--- config.mk ---
export PLATFORM = sky130hd
export DESIGN_NAME = imem_loader
export DESIGN_NICKNAME = d
export VERILOG_FILES = /design/src/rtl/mips_pkg.sv /design/src/rtl/imem_loader_byte_packer.sv /design/src/rtl/imem_loader.sv
export SDC_FILE = /design/constraint.sdc
export NUM_CORES = 1
export LEC_CHECK = 0
export ABC_AREA = 1
export CORE_ASPECT_RATIO = 1.2
export CORE_MARGIN = 8
export CORE_UTILIZATION = 45
export DETAILED_ROUTE_END_ITERATION = 16
export PLACE_DENSITY_LB_ADDON = 0.1
export SLEW_MARGIN = 20
export SYNTH_ARGS = -nofsm -noshare
export SYNTH_HDL_FRONTEND = slang
export SYNTH_SLANG_ARGS = --single-unit
--- constraint.sdc ---
create_clock -name clk -period 2 [get_ports clk]
set_input_delay 0.4 -clock clk [delete_from_list [all_inputs] [get_ports clk]]
set_output_delay 0.4 -clock clk [all_outputs]
set_load 0.01 [all_outputs]
--- src/rtl/mips_pkg.sv ---
// Shared definitions for the instruction memory and its loader: loader state encoding,
// memory geometry and the running-checksum helper.
package mips_pkg;

   localparam int IMEM_DEPTH = 256;
   localparam int INSN_W     = 32;

   typedef enum logic [2:0] {
      IDLE   = 3'd0,
      LEN_HI = 3'd1,
      LEN_LO = 3'd2,
      DATA   = 3'd3,
      CSUM   = 3'd4,
      DONE   = 3'd5,
      ERR    = 3'd6
   } loader_state_t;

   function automatic logic [7:0] csum_update(input logic [7:0] csum, input logic [7:0] b);
      return csum ^ b;
   endfunction

endpackage

--- src/rtl/imem_loader_byte_packer.sv ---
// Shifts stream bytes MSB-first into a word and pulses word_valid the cycle after the
// final byte of a word has been accepted.
module byte_packer
   import mips_pkg::*;
#(
   parameter int WORD_W = INSN_W
) (
   input  logic              clk,
   input  logic              reset,
   input  logic              clear,
   input  logic              byte_en,
   input  logic [7:0]        byte_data,
   output logic [WORD_W-1:0] word,
   output logic              word_valid
);

   localparam int BYTES = WORD_W / 8;
   localparam int CNT_W = (BYTES > 1) ? $clog2(BYTES) : 1;

   logic [CNT_W-1:0]  cnt_r;
   logic [WORD_W-1:0] shift_r;
   logic              valid_r;
   logic              last_byte_s;

   assign last_byte_s = (cnt_r == CNT_W'(BYTES - 1));
   assign word        = shift_r;
   assign word_valid  = valid_r;

   // Byte shift register, byte-in-word counter and the one-cycle word strobe.
   always_ff @(posedge clk) begin
      if (reset) begin
         cnt_r   <= '0;
         shift_r <= '0;
         valid_r <= 1'b0;
      end else if (clear) begin
         cnt_r   <= '0;
         valid_r <= 1'b0;
      end else begin
         valid_r <= byte_en & last_byte_s;
         if (byte_en) begin
            shift_r <= (shift_r << 8) | WORD_W'(byte_data);
            cnt_r   <= last_byte_s ? '0 : cnt_r + CNT_W'(1);
         end
      end
   end

endmodule

--- src/rtl/imem_loader.sv ---
// Loads a length-prefixed byte stream into instruction memory while holding the CPU in reset.
// Define IMEM_LOADER_CHECKSUM_EN to require a trailing XOR checksum byte after the payload.
module imem_loader
   import mips_pkg::*;
#(
   parameter int WORD_W = INSN_W,
   parameter int DEPTH  = IMEM_DEPTH,
   parameter int ADDR_W = 32
) (
   input  logic              clk,
   input  logic              reset,
   input  logic              start,
   input  logic              byte_valid,
   input  logic [7:0]        byte_data,
   output logic              byte_ready,
   output logic              wr_en,
   output logic [ADDR_W-1:0] wr_addr,
   output logic [WORD_W-1:0] wr_data,
   output logic              cpu_hold,
   output logic              done,
   output logic              err,
   output logic [15:0]       word_count
);

   loader_state_t     state_r, state_s;
   logic [7:0]        len_hi_r;
   logic [15:0]       len_r;
   logic [ADDR_W-3:0] word_idx_r;
   logic [15:0]       word_count_r;
   logic [15:0]       length_s;
   logic              accept_s;
   logic              start_ok_s;
   logic              last_word_s;
`ifdef IMEM_LOADER_CHECKSUM_EN
   logic [7:0]        csum_r;
`endif

   assign accept_s    = byte_valid & byte_ready;
   assign start_ok_s  = start & ((state_r == IDLE) | (state_r == DONE) | (state_r == ERR));
   assign length_s    = {len_hi_r, byte_data};
   assign last_word_s = (word_count_r == (len_r - 16'd1));
   assign wr_addr     = {word_idx_r, 2'b00};
   assign word_count  = word_count_r;

   byte_packer #(.WORD_W(WORD_W)) u_packer (
      .clk        (clk),
      .reset      (reset),
      .clear      (start_ok_s),
      .byte_en    (accept_s & (state_r == DATA)),
      .byte_data  (byte_data),
      .word       (wr_data),
      .word_valid (wr_en)
   );

   // Next-state logic for the frame parser.
   always_comb begin
      state_s = state_r;
      case (state_r)
         IDLE, DONE, ERR: begin
            if (start) state_s = LEN_HI;
            else       state_s = state_r;
         end
         LEN_HI: begin
            if (accept_s) state_s = LEN_LO;
            else          state_s = state_r;
         end
         LEN_LO: begin
            if (!accept_s)                             state_s = state_r;
            else if ({16'd0, length_s} > 32'(DEPTH))   state_s = ERR;
`ifdef IMEM_LOADER_CHECKSUM_EN
            else if (length_s == 16'd0)                state_s = CSUM;
`else
            else if (length_s == 16'd0)                state_s = DONE;
`endif
            else                                       state_s = DATA;
         end
         DATA: begin
            // Leave only once the final word has actually been written.
`ifdef IMEM_LOADER_CHECKSUM_EN
            if (wr_en && last_word_s) state_s = CSUM;
`else
            if (wr_en && last_word_s) state_s = DONE;
`endif
            else                      state_s = state_r;
         end
         CSUM: begin
`ifdef IMEM_LOADER_CHECKSUM_EN
            if (!accept_s)                state_s = state_r;
            else if (byte_data == csum_r) state_s = DONE;
            else                          state_s = ERR;
`else
            state_s = IDLE;
`endif
         end
         default: state_s = IDLE;
      endcase
   end

   // Status and handshake decode from the current state.
   always_comb begin
      byte_ready = 1'b0;
      cpu_hold   = 1'b0;
      done       = 1'b0;
      err        = 1'b0;
      case (state_r)
         LEN_HI, LEN_LO, DATA, CSUM: begin
            byte_ready = ~wr_en;
            cpu_hold   = 1'b1;
         end
         DONE:    done = 1'b1;
         ERR:     err  = 1'b1;
         default: cpu_hold = 1'b0;
      endcase
   end

   // State, length, address/count and checksum registers.
   always_ff @(posedge clk) begin
      if (reset) begin
         state_r      <= IDLE;
         len_hi_r     <= 8'd0;
         len_r        <= 16'd0;
         word_idx_r   <= '0;
         word_count_r <= 16'd0;
`ifdef IMEM_LOADER_CHECKSUM_EN
         csum_r       <= 8'd0;
`endif
      end else begin
         state_r <= state_s;
         if (start_ok_s) begin
            word_idx_r   <= '0;
            word_count_r <= 16'd0;
`ifdef IMEM_LOADER_CHECKSUM_EN
            csum_r       <= 8'd0;
`endif
         end else begin
            if (accept_s && (state_r == LEN_HI)) len_hi_r <= byte_data;
            if (accept_s && (state_r == LEN_LO)) len_r    <= length_s;
`ifdef IMEM_LOADER_CHECKSUM_EN
            if (accept_s && (state_r != CSUM))   csum_r   <= csum_update(csum_r, byte_data);
`endif
            if (wr_en) begin
               word_idx_r   <= word_idx_r + 1'b1;
               word_count_r <= word_count_r + 16'd1;
            end
         end
      end
   end

endmodule

==> impl_metrics.yaml, run 1 <==
floorplanning:
  start_util: 0.4564
  pin_count: 97
  die_h_um: 134.1
  std_cell_rows: 43
  dieArea_um2: 15340
  die_w_um: 114.4
  core-area_um2: 11460
grt:
  grt_max_degree: 37
  grt_pass1_wl_mm: 23.38
  antenna_found_initial: 0
  grt_pass1_vias: 4911
  grt_overflow: 0
  grt_usage: 0.1857
cts:
  insertion_delay_ns: 0.34
  clk_path_buf_depth: 2
  cts_root_buf: "clkbuf_16"
  numCtsBuffers: 9
  ctsHtreeMaxLevel: 3
  cts_tree: "done"
  cts.sinks: 108
  clk_pin_slew_ns: 0.07
synth:
  synth_compound_area_frac: 0.1225
  yosysWarningCount: 0
  synth_top_area_cell: "dfxtp_1"
  synth_top_family_by_area: "simple AND/OR/NAND/NOR gates"
  synth_xor_area_frac: 0.05526
  synth_area_per_cell_um2: 7.096
  muxShareOfSynthArea: 0
  netlist.area_leader.share: 0.4134
  netlist_instances: 737
  yosys.cell_count.top_type: "nand2_1"
  synth_top_flop_cell: "dfxtp_1"
  synth_common_cells: "nand2_1 (200), dfxtp_1 (108), a21oi_1 (83), nor2_1 (80), inv_1 (57)"
  syn-cell-area_um2: 5230
  yosys-top-cells-area: "dfxtp_1 (41%), nand2_1 (14%), a21oi_1 (7.9%)"
  yosys.area_share.adder: 0.009569
  yosysSeqAreaShare: 0.4134
  yosys.area_share.simple: 0.3280
  ys_ff_latch: 108
  synth_edf_count: 0
  synthArstFlopShare: 0
  synth_cell_types: 41
detailed_routing:
  m1WireLength_mm: 5.953
  top_layer: "met4"
  first_pass_iters: 4
  postRouteWirelength_mm: 13.97
  wl_per_cell_um: 13.95
  vias: 4992
  drc: 0
  ant_nets: 0
  drtIter0Drc: 241
  viasPerCell: 4.982
  wl_met2_mm: 6.688
  wl_met3_mm: 1.112
layout:
  syn_to_final_growth_pct: 29.21
  insertedDiodeCount: 0
  final_nets: 856
  multi_input_area_um2: 2745
  drive_gt1_frac: 0.1112
  regArea_um2: 2170
  nFillCells: 1121
  stdcell_count: 1002
outcome:
  status: "complete, no violations"
worst_setup_path:
  cp-end-kind: "output pin"
  path_class: "flip-flop to output pin"
  path_max_fanout: 7
  cp.required_ns: 1.60
  crit_arrival_ns: 1.47
  critPathLaunchType: "flip-flop"
  worst-r2r-setup-slack_ns: 0.15
sta:
  fin_ws_ns: 0.1273
  max-slew-margin-rel: 0.6333
  tightest_slew_ns: 0.5450
  tns_ns: 0
  fin_worst_skew_ns: 0.004940
  hold_violations: 0
  whs_ns: 0.4701
  setup_viol: 0
  slew_violations: 0
  fin_crit_sh: 0.9364
  period_needed_ns: 1.873
  max_freq_ghz: 0.5340
place:
  place_ws_ns: 0.09300
  dp_cells: 985
  hpwl_mm: 10.76
  gp_congestion: 0.8918
  portBuffers: 94
power:
  p_per_area_nw_per_um2: 794.4
  max-vdd-ir-drop_mv: 0.4107
  leakagePower_nw: 2.482
  power_mw: 5.368
run:
  maxCapViolCount: 0
min_path:
  hold_path_class: "flip-flop to flip-flop"
cell usage in the layout (no fill, tap or decap), types with 3 or more instances in the layout:
cell type        instances
nand2_1                198
dfxtp_1                102
clkdlybuf4s50_1         90
a21oi_1                 83
nor2_1                  78
inv_1                   55
nand3_1                 37
o21ai_0                 25
xor2_1                  22
buf_4                   18
nor3_1                  12
xnor2_1                 11
inv_2                   10
nor2_2                  10
clkbuf_16                9
nand4_1                  8
nand2_2                  6
nor2_4                   6
nand3b_1                 6
dfxtp_2                  6
or2_2                    4
nor3_2                   4
a31oi_1                  3
ha_1                     3
dlygate4sd2_1            3
through the flow:
step           utilization  area, um^2
2_1_floorplan            -        5234
3_3_place_gp        0.5602        6420
3_5_place_dp        0.5602        6420
4_1_cts             0.5848        6701
5_1_grt             0.5897        6758
6_report            0.5897        6758
state kept, by name (all words and copies together) (netlist names):
register	count
state_r	3
word_idx_r	30
u_packer.word	32
len_r	16
u_packer.word_valid	1
word_count	16
u_packer.cnt_r	2
len_hi_r	8
per-layer routing:
metal,GRT usage,vias up
li1,-,2570
met1,0.2186,2275
met2,0.3067,127
met3,0.06520,20
met4,0.06004,0
met5,0,-
cell families (layout without fill, tap and decap cells):
| kind of cell | Yosys count | after routing |
|---|---|---|
| buffers and inverters | 89 | 196 |
| flip-flops | 108 | 108 |
| adder cells (fa/ha/maj) | 4 | 4 |
| other | 1 | 2 |
| AND/OR/NAND/NOR | 381 | 381 |
| XOR/XNOR | 33 | 33 |
| AO/OA/AOI/OAI | 121 | 121 |
power by group:
| group | switching [mW] | total, mW | internal [mW] |
|---|---|---|---|
| Clock | 0.764 | 1.68 | 0.914 |
| Combinational | 0.870 | 1.39 | 0.517 |
| Sequential | 0.0794 | 2.30 | 2.22 |
worst paths after layout:
check	from	end	cells past startpoint
max	u_packer.word_valid$_SDFF_PP0_	wr_en	2
min	u_packer.word[30]$_SDFFE_PP0P_	u_packer.word[30]$_SDFFE_PP0P_	2
max reg2reg	len_r[1]$_SDFFE_PP0P_	state_r[0]$_SDFFE_PP0P_	14
min reg2reg	u_packer.word[30]$_SDFFE_PP0P_	u_packer.word[30]$_SDFFE_PP0P_	2
critical path, cell delays in order, from the launching register on:
cell and delay, ns:
dfxtp_2 0.39, buf_4 0.18, clkdlybuf4s50_1 0.56
cell type report:
type,instances,share of cell area
clock buffer,13,0.03851
clock inverter,3,0.003148
inverter,66,0.03703
multi-input combinational,541,0.4062
sequential,108,0.3211
tap,157,0.02907
timing repair buffer,114,0.1650
what timing repair did:
| item | in CTS | in global routing |
|---|---|---|
| pin swaps | 0 | 6 |
| gates resized for setup | 6 | 16 |
| hold buffers | 0 | 0 |
| endpoints found under the setup margin | 5 | 7 |
| buffers inserted | 0 | 1 |
No activity file was read; power rests on OpenSTA's default activity.
==> inputs of run 2 (changes only) <==
Settings changed: GPL_TIMING_DRIVEN from default to 0.
==> run 2 against run 1 <==
  * Routed wire length grew 3.9%
  * Register-to-register slack lost 0.06 ns
  * Total power grew 2.4%
  * Cell count grew 0.80%
  * Clock skew grew 0.0032 ns
  * Via count grew 1.8%
  * Utilization is the same
  * Critical path depth grew 10
  * Sequential share of layout area is essentially flat
  * Non-clock buffer count grew 8
  * Die area is the same
==> impl_metrics.yaml, run 2 (synthesis gave the netlist of run 1 again) <==
layout:
  syn_to_final_growth_pct: 29.21
  drive_gt1_frac: 0.1090
  layout_common_cells: "nand2_1 (199), dfxtp_1 (104), clkdlybuf4s50_1 (90), a21oi_1 (83), nor2_1 (77)"
  final_nets: 864
  largest_register_ffs: 32
  insertedDiodeCount: 0
  final_common_cell: "nand2_1"
cts:
  ctsHtreeMaxLevel: 3
  cts_root_buf: "clkbuf_16"
  cts.sinks: 108
  insertion_delay_ns: 0.34
  clk_path_buf_depth: 2
  numCtsBuffers: 9
  clk_pin_slew_ns: 0.07
  cts_tree: "done"
grt:
  grt_max_degree: 19
  grt_pass1_wl_mm: 24.12
  antenna_found_initial: 0
  grt_usage: 0.1928
  grt_overflow: 0
  grt_pass1_vias: 5050
sta:
  fin_ws_ns: 0.09416
  period_needed_ns: 1.906
  max-slew-margin-rel: 0.6111
  tightest_slew_ns: 0.5781
  rsz0062_at_grt: "true"
  whs_ns: 0.4658
  slew_violations: 0
  fin_crit_sh: 0.9529
  hold_violations: 0
  max_freq_ghz: 0.5247
  setup_viol: 0
  fin_worst_skew_ns: 0.008112
floorplanning:
  std_cell_rows: 43
  pin_count: 97
  die_w_um: 114.4
  start_util: 0.4564
  die_h_um: 134.1
  dieArea_um2: 15340
  core-area_um2: 11460
detailed_routing:
  wl_per_cell_um: 14.37
  drc: 0
  postRouteWirelength_mm: 14.52
  drtIter0Drc: 233
  viasPerCell: 5.030
  first_pass_iters: 4
  ant_nets: 0
  vias: 5080
min_path:
  hold_path_class: "flip-flop to flip-flop"
  hp-start: "u_packer.word[29]$_SDFFE_PP0P_"
  min_path_cells: 2
worst_setup_path:
  cp.required_ns: 2.26
  worstRegToRegCells: 12
  timing.rr.start: "len_r[0]$_SDFFE_PP0P_"
  cp-startpoint: "len_r[0]$_SDFFE_PP0P_"
  path_max_fanout: 5
  crit_arrival_ns: 2.17
  path_class: "flip-flop to flip-flop"
  critPathLaunchType: "flip-flop"
  cp-end-kind: "flip-flop"
power:
  leakagePower_nw: 2.498
  p_per_area_nw_per_um2: 813.1
  max-vdd-ir-drop_mv: 0.4489
run:
  maxCapViolCount: 0
place:
  gp_congestion: 0.8996
  portBuffers: 94
  place_ws_ns: -0.1773
  hpwl_mm: 11.19
outcome:
  status: "complete, no violations"
run 2: cell count changes in the layout (fill, tap and decap cells not counted), sizes merged:
| cell | delta |
|---|---|
| buf | +1 |
| clkinvlp | +1 |
| inv | +2 |
| bufinv | +1 |
| clkbuf | +3 |
run 2: final cells by class:
type	instances	area, um^2
Clock inverter	7	72.57
Clock buffer	9	225.2
Buffer	23	118.9
Sequential cell	108	2167
Inverter	66	255.2
Multi-Input combinational cell	541	2745
Fill cell	1122	4702
Tap cell	157	196.4
Timing Repair Buffer	99	977.2
run 2: what timing repair did:
action | in CTS | in global routing
gates resized for setup | 9 | 14
pin swaps | 1 | 8
endpoints found under the setup margin | 7 | 18
hold buffers | 0 | 0
setup buffers | 0 | 5
run 2: final timing paths:
check / endpoint / slack, ns
setup reg to reg: state_r[2]$_SDFFE_PP0P_ / 0.09
hold / removal: u_packer.word[29]$_SDFFE_PP0P_ / 0.47
hold reg to reg: u_packer.word[29]$_SDFFE_PP0P_ / 0.47
setup / recovery: state_r[2]$_SDFFE_PP0P_ / 0.09
run 2: report_power, final:
part / total [mW] / switching (mW) / internal [mW]
sequential: 2.30 / 0.0800 / 2.22
clock: 1.80 / 0.820 / 0.976
combinational: 1.40 / 0.892 / 0.504
run 2: stage by stage:
stage / cell area, um^2 / cells / TNS [ns] / total power [mW] / utilization
4_1_cts: 6681 / 1005 / 0 / 5.469 / 0.5830
2_1_floorplan: 5234 / 738 / 0 / 3.293 / -
5_1_grt: 6758 / 1010 / -0.08271 / 5.800 / 0.5897
3_3_place_gp: 6371 / 989 / -1.474 / 3.636 / 0.5560
6_report: 6758 / 1010 / 0 / 5.495 / 0.5897
3_5_place_dp: 6371 / 989 / -2.138 / 3.673 / 0.5560
run 2: critical path, cell delays in order, from the launching register on:
cell and delay [ns]:
dfxtp_2 0.37, inv_4 0.05, ha_4 0.17, or2_4 0.23, nand3_1 0.06, nand2_1 0.06
nor2_2 0.12, nand2_1 0.05, nor2_1 0.11, nand3b_1 0.13, o21bai_2 0.23, nand3_1 0.10
a21oi_1 0.15
run 2: routing by layer:
layer | part of all wire | wire [um] | GRT usage | vias to the layer above
met3 | 0.066 | 959 | 0.06070 | 20
met1 | 0.42 | 6161 | 0.2158 | 2340
li1 | - | - | - | 2603
met2 | 0.49 | 7145 | 0.3329 | 117
met4 | 0.017 | 249 | 0.07191 | 0
met5 | 0 | 0 | 0 | -
==> inputs of run 3 (changes only) <==
Clock period 2 ns to 1.95 ns, I/O delays scaled along.
==> run 3 against run 2 <==
  * Die area stayed put
  * Worst hold slack hardly changed
  * Clock skew is 0.0011 ns higher
  * Clock-buffer cell count stayed put
  * Critical path type unchanged
  * Largest cell class unchanged
==> impl_metrics.yaml, run 3 (synthesis gave the netlist of run 1 again) <==
layout:
  layout_common_cells: "nand2_1 (199), dfxtp_1 (102), clkdlybuf4s50_1 (90), a21oi_1 (83), nor2_1 (76)"
  largest_register_ffs: 32
  syn_to_final_growth_pct: 30.02
  final_nets: 866
  insertedDiodeCount: 0
  final_common_cell: "nand2_1"
  drive_gt1_frac: 0.1158
sta:
  tightest_slew_ns: 0.5788
  slew_violations: 0
  max-slew-margin-rel: 0.6142
  period_needed_ns: 1.919
  whs_ns: 0.4658
  tns_ns: 0
  hold_violations: 0
  max_freq_ghz: 0.5210
  rsz0062_at_grt: "true"
  fin_worst_skew_ns: 0.009236
  fin_crit_sh: 0.9842
  setup_viol: 0
detailed_routing:
  ant_nets: 0
  wl_met3_um: 991
  top_layer: "met4"
  wl_met2_mm: 7.227
  m1WireLength_mm: 6.153
  drc: 0
  drtIter0Drc: 233
  first_pass_iters: 5
  wl_per_cell_um: 14.45
  vias: 5104
  postRouteWirelength_mm: 14.62
  viasPerCell: 5.043
grt:
  grt_pass1_wl_mm: 24.13
  grt_max_degree: 19
  antenna_found_initial: 0
  grt_usage: 0.1929
  grt_overflow: 0
  grt_pass1_vias: 5052
outcome:
  status: "complete, no violations"
power:
  leakagePower_nw: 2.498
  max-vdd-ir-drop_mv: 0.4823
  p_per_area_nw_per_um2: 830.7
  power_mw: 5.649
worst_setup_path:
  critPathBufInv: 1
  cp.required_ns: 2.21
  slowest_stage: "dfxtp_4"
  worstPathCellList: "inv_4 > ha_4 > or2_4 > nand3_1 > nand2_1 > nor2_2 > nand2_1 > nor2_1 > nand3b_1 > o21bai_2 > nand3_1 > a21oi_1"
  path_max_fanout: 5
  cp-end-kind: "flip-flop"
  crit_arrival_ns: 2.18
  critPathLaunchType: "flip-flop"
  cpPeakStageDelay_ns: 0.37
  crit_family: "simple AND/OR/NAND/NOR gates"
  path_class: "flip-flop to flip-flop"
place:
  portBuffers: 94
  hpwl_mm: 11.19
  gp_congestion: 0.8996
floorplanning:
  core-area_um2: 11460
  die_w_um: 114.4
  std_cell_rows: 43
  pin_count: 97
  start_util: 0.4564
  dieArea_um2: 15340
  die_h_um: 134.1
cts:
  ctsHtreeMaxLevel: 3
  numCtsBuffers: 9
  cts.sinks: 108
  cts_root_buf: "clkbuf_16"
  clk_path_buf_depth: 2
  hold_buffers: 0
  cts_tree: "done"
  clk_pin_slew_ns: 0.07
  insertion_delay_ns: 0.35
run:
  maxCapViolCount: 0
min_path:
  hold_path_class: "flip-flop to flip-flop"
[run 3: cell count changes in the layout (fill, tap and decap cells not counted), sizes merged]
cell          previous run  this run
dlygate4sd2              3         4
buf                     21        20
clkbuf                  16        19
dlymetal6s2s             1         0
[run 3: path summary, 6_finish.rpt]
kind,from,end,slack [ns],depth (start not counted)
worst max register to register,len_r[0]$_SDFFE_PP0P_,state_r[2]$_SDFFE_PP0P_,0.03,12
worst min register to register,u_packer.word[29]$_SDFFE_PP0P_,u_packer.word[29]$_SDFFE_PP0P_,0.47,2
worst min-delay path,u_packer.word[29]$_SDFFE_PP0P_,u_packer.word[29]$_SDFFE_PP0P_,0.47,2
worst max-delay path,len_r[0]$_SDFFE_PP0P_,state_r[2]$_SDFFE_PP0P_,0.03,12
[run 3: power breakdown]
part / switching, mW / internal [mW]
clock: 0.844 / 1.00
sequential: 0.0819 / 2.28
combinational: 0.921 / 0.521
total: 1.85 / 3.80
[run 3: layout make-up]
type | instances | area, um^2
Buffer | 23 | 126.4
Clock buffer | 9 | 225.2
Clock inverter | 7 | 72.57
Fill cell | 1114 | 4659
Inverter | 66 | 255.2
Multi-Input combinational cell | 541 | 2764
Sequential cell | 108 | 2172
Tap cell | 157 | 196.4
Timing Repair Buffer | 101 | 988.4
[run 3: metal layers]
metal / global-route usage / vias to the layer above
met4: 0.07191 / 0
li1: - / 2609
met5: 0 / -
met3: 0.06070 / 20
met2: 0.3329 / 122
met1: 0.2161 / 2353
[run 3: stage by stage]
stage | cell area (um^2) | worst slack, ns | util | std cells
floorplan | 5234 | 0.1530 | - | 738
global placement | 6371 | -0.2221 | 0.5560 | 989
detailed placement | 6371 | -0.2273 | 0.5560 | 989
CTS | 6691 | 0.00003353 | 0.5839 | 1005
global route | 6800 | -0.09869 | 0.5934 | 1012
finish | 6800 | 0.03078 | 0.5934 | 1012
[run 3: worst reg2reg max path: stages, from the launching register on]
cell and delay (ns):
dfxtp_4 0.37, inv_4 0.05, ha_4 0.17, or2_4 0.23
nand3_1 0.06, nand2_1 0.06, nor2_2 0.12, nand2_1 0.06
nor2_1 0.11, nand3b_1 0.13, o21bai_2 0.23, nand3_1 0.10
a21oi_1 0.15
[run 3: repair_timing]
action / CTS / global route
setup buffers: 0 / 7
endpoints found under the setup margin: 7 / 45
pin swaps: 1 / 9
gates resized for setup: 14 / 19
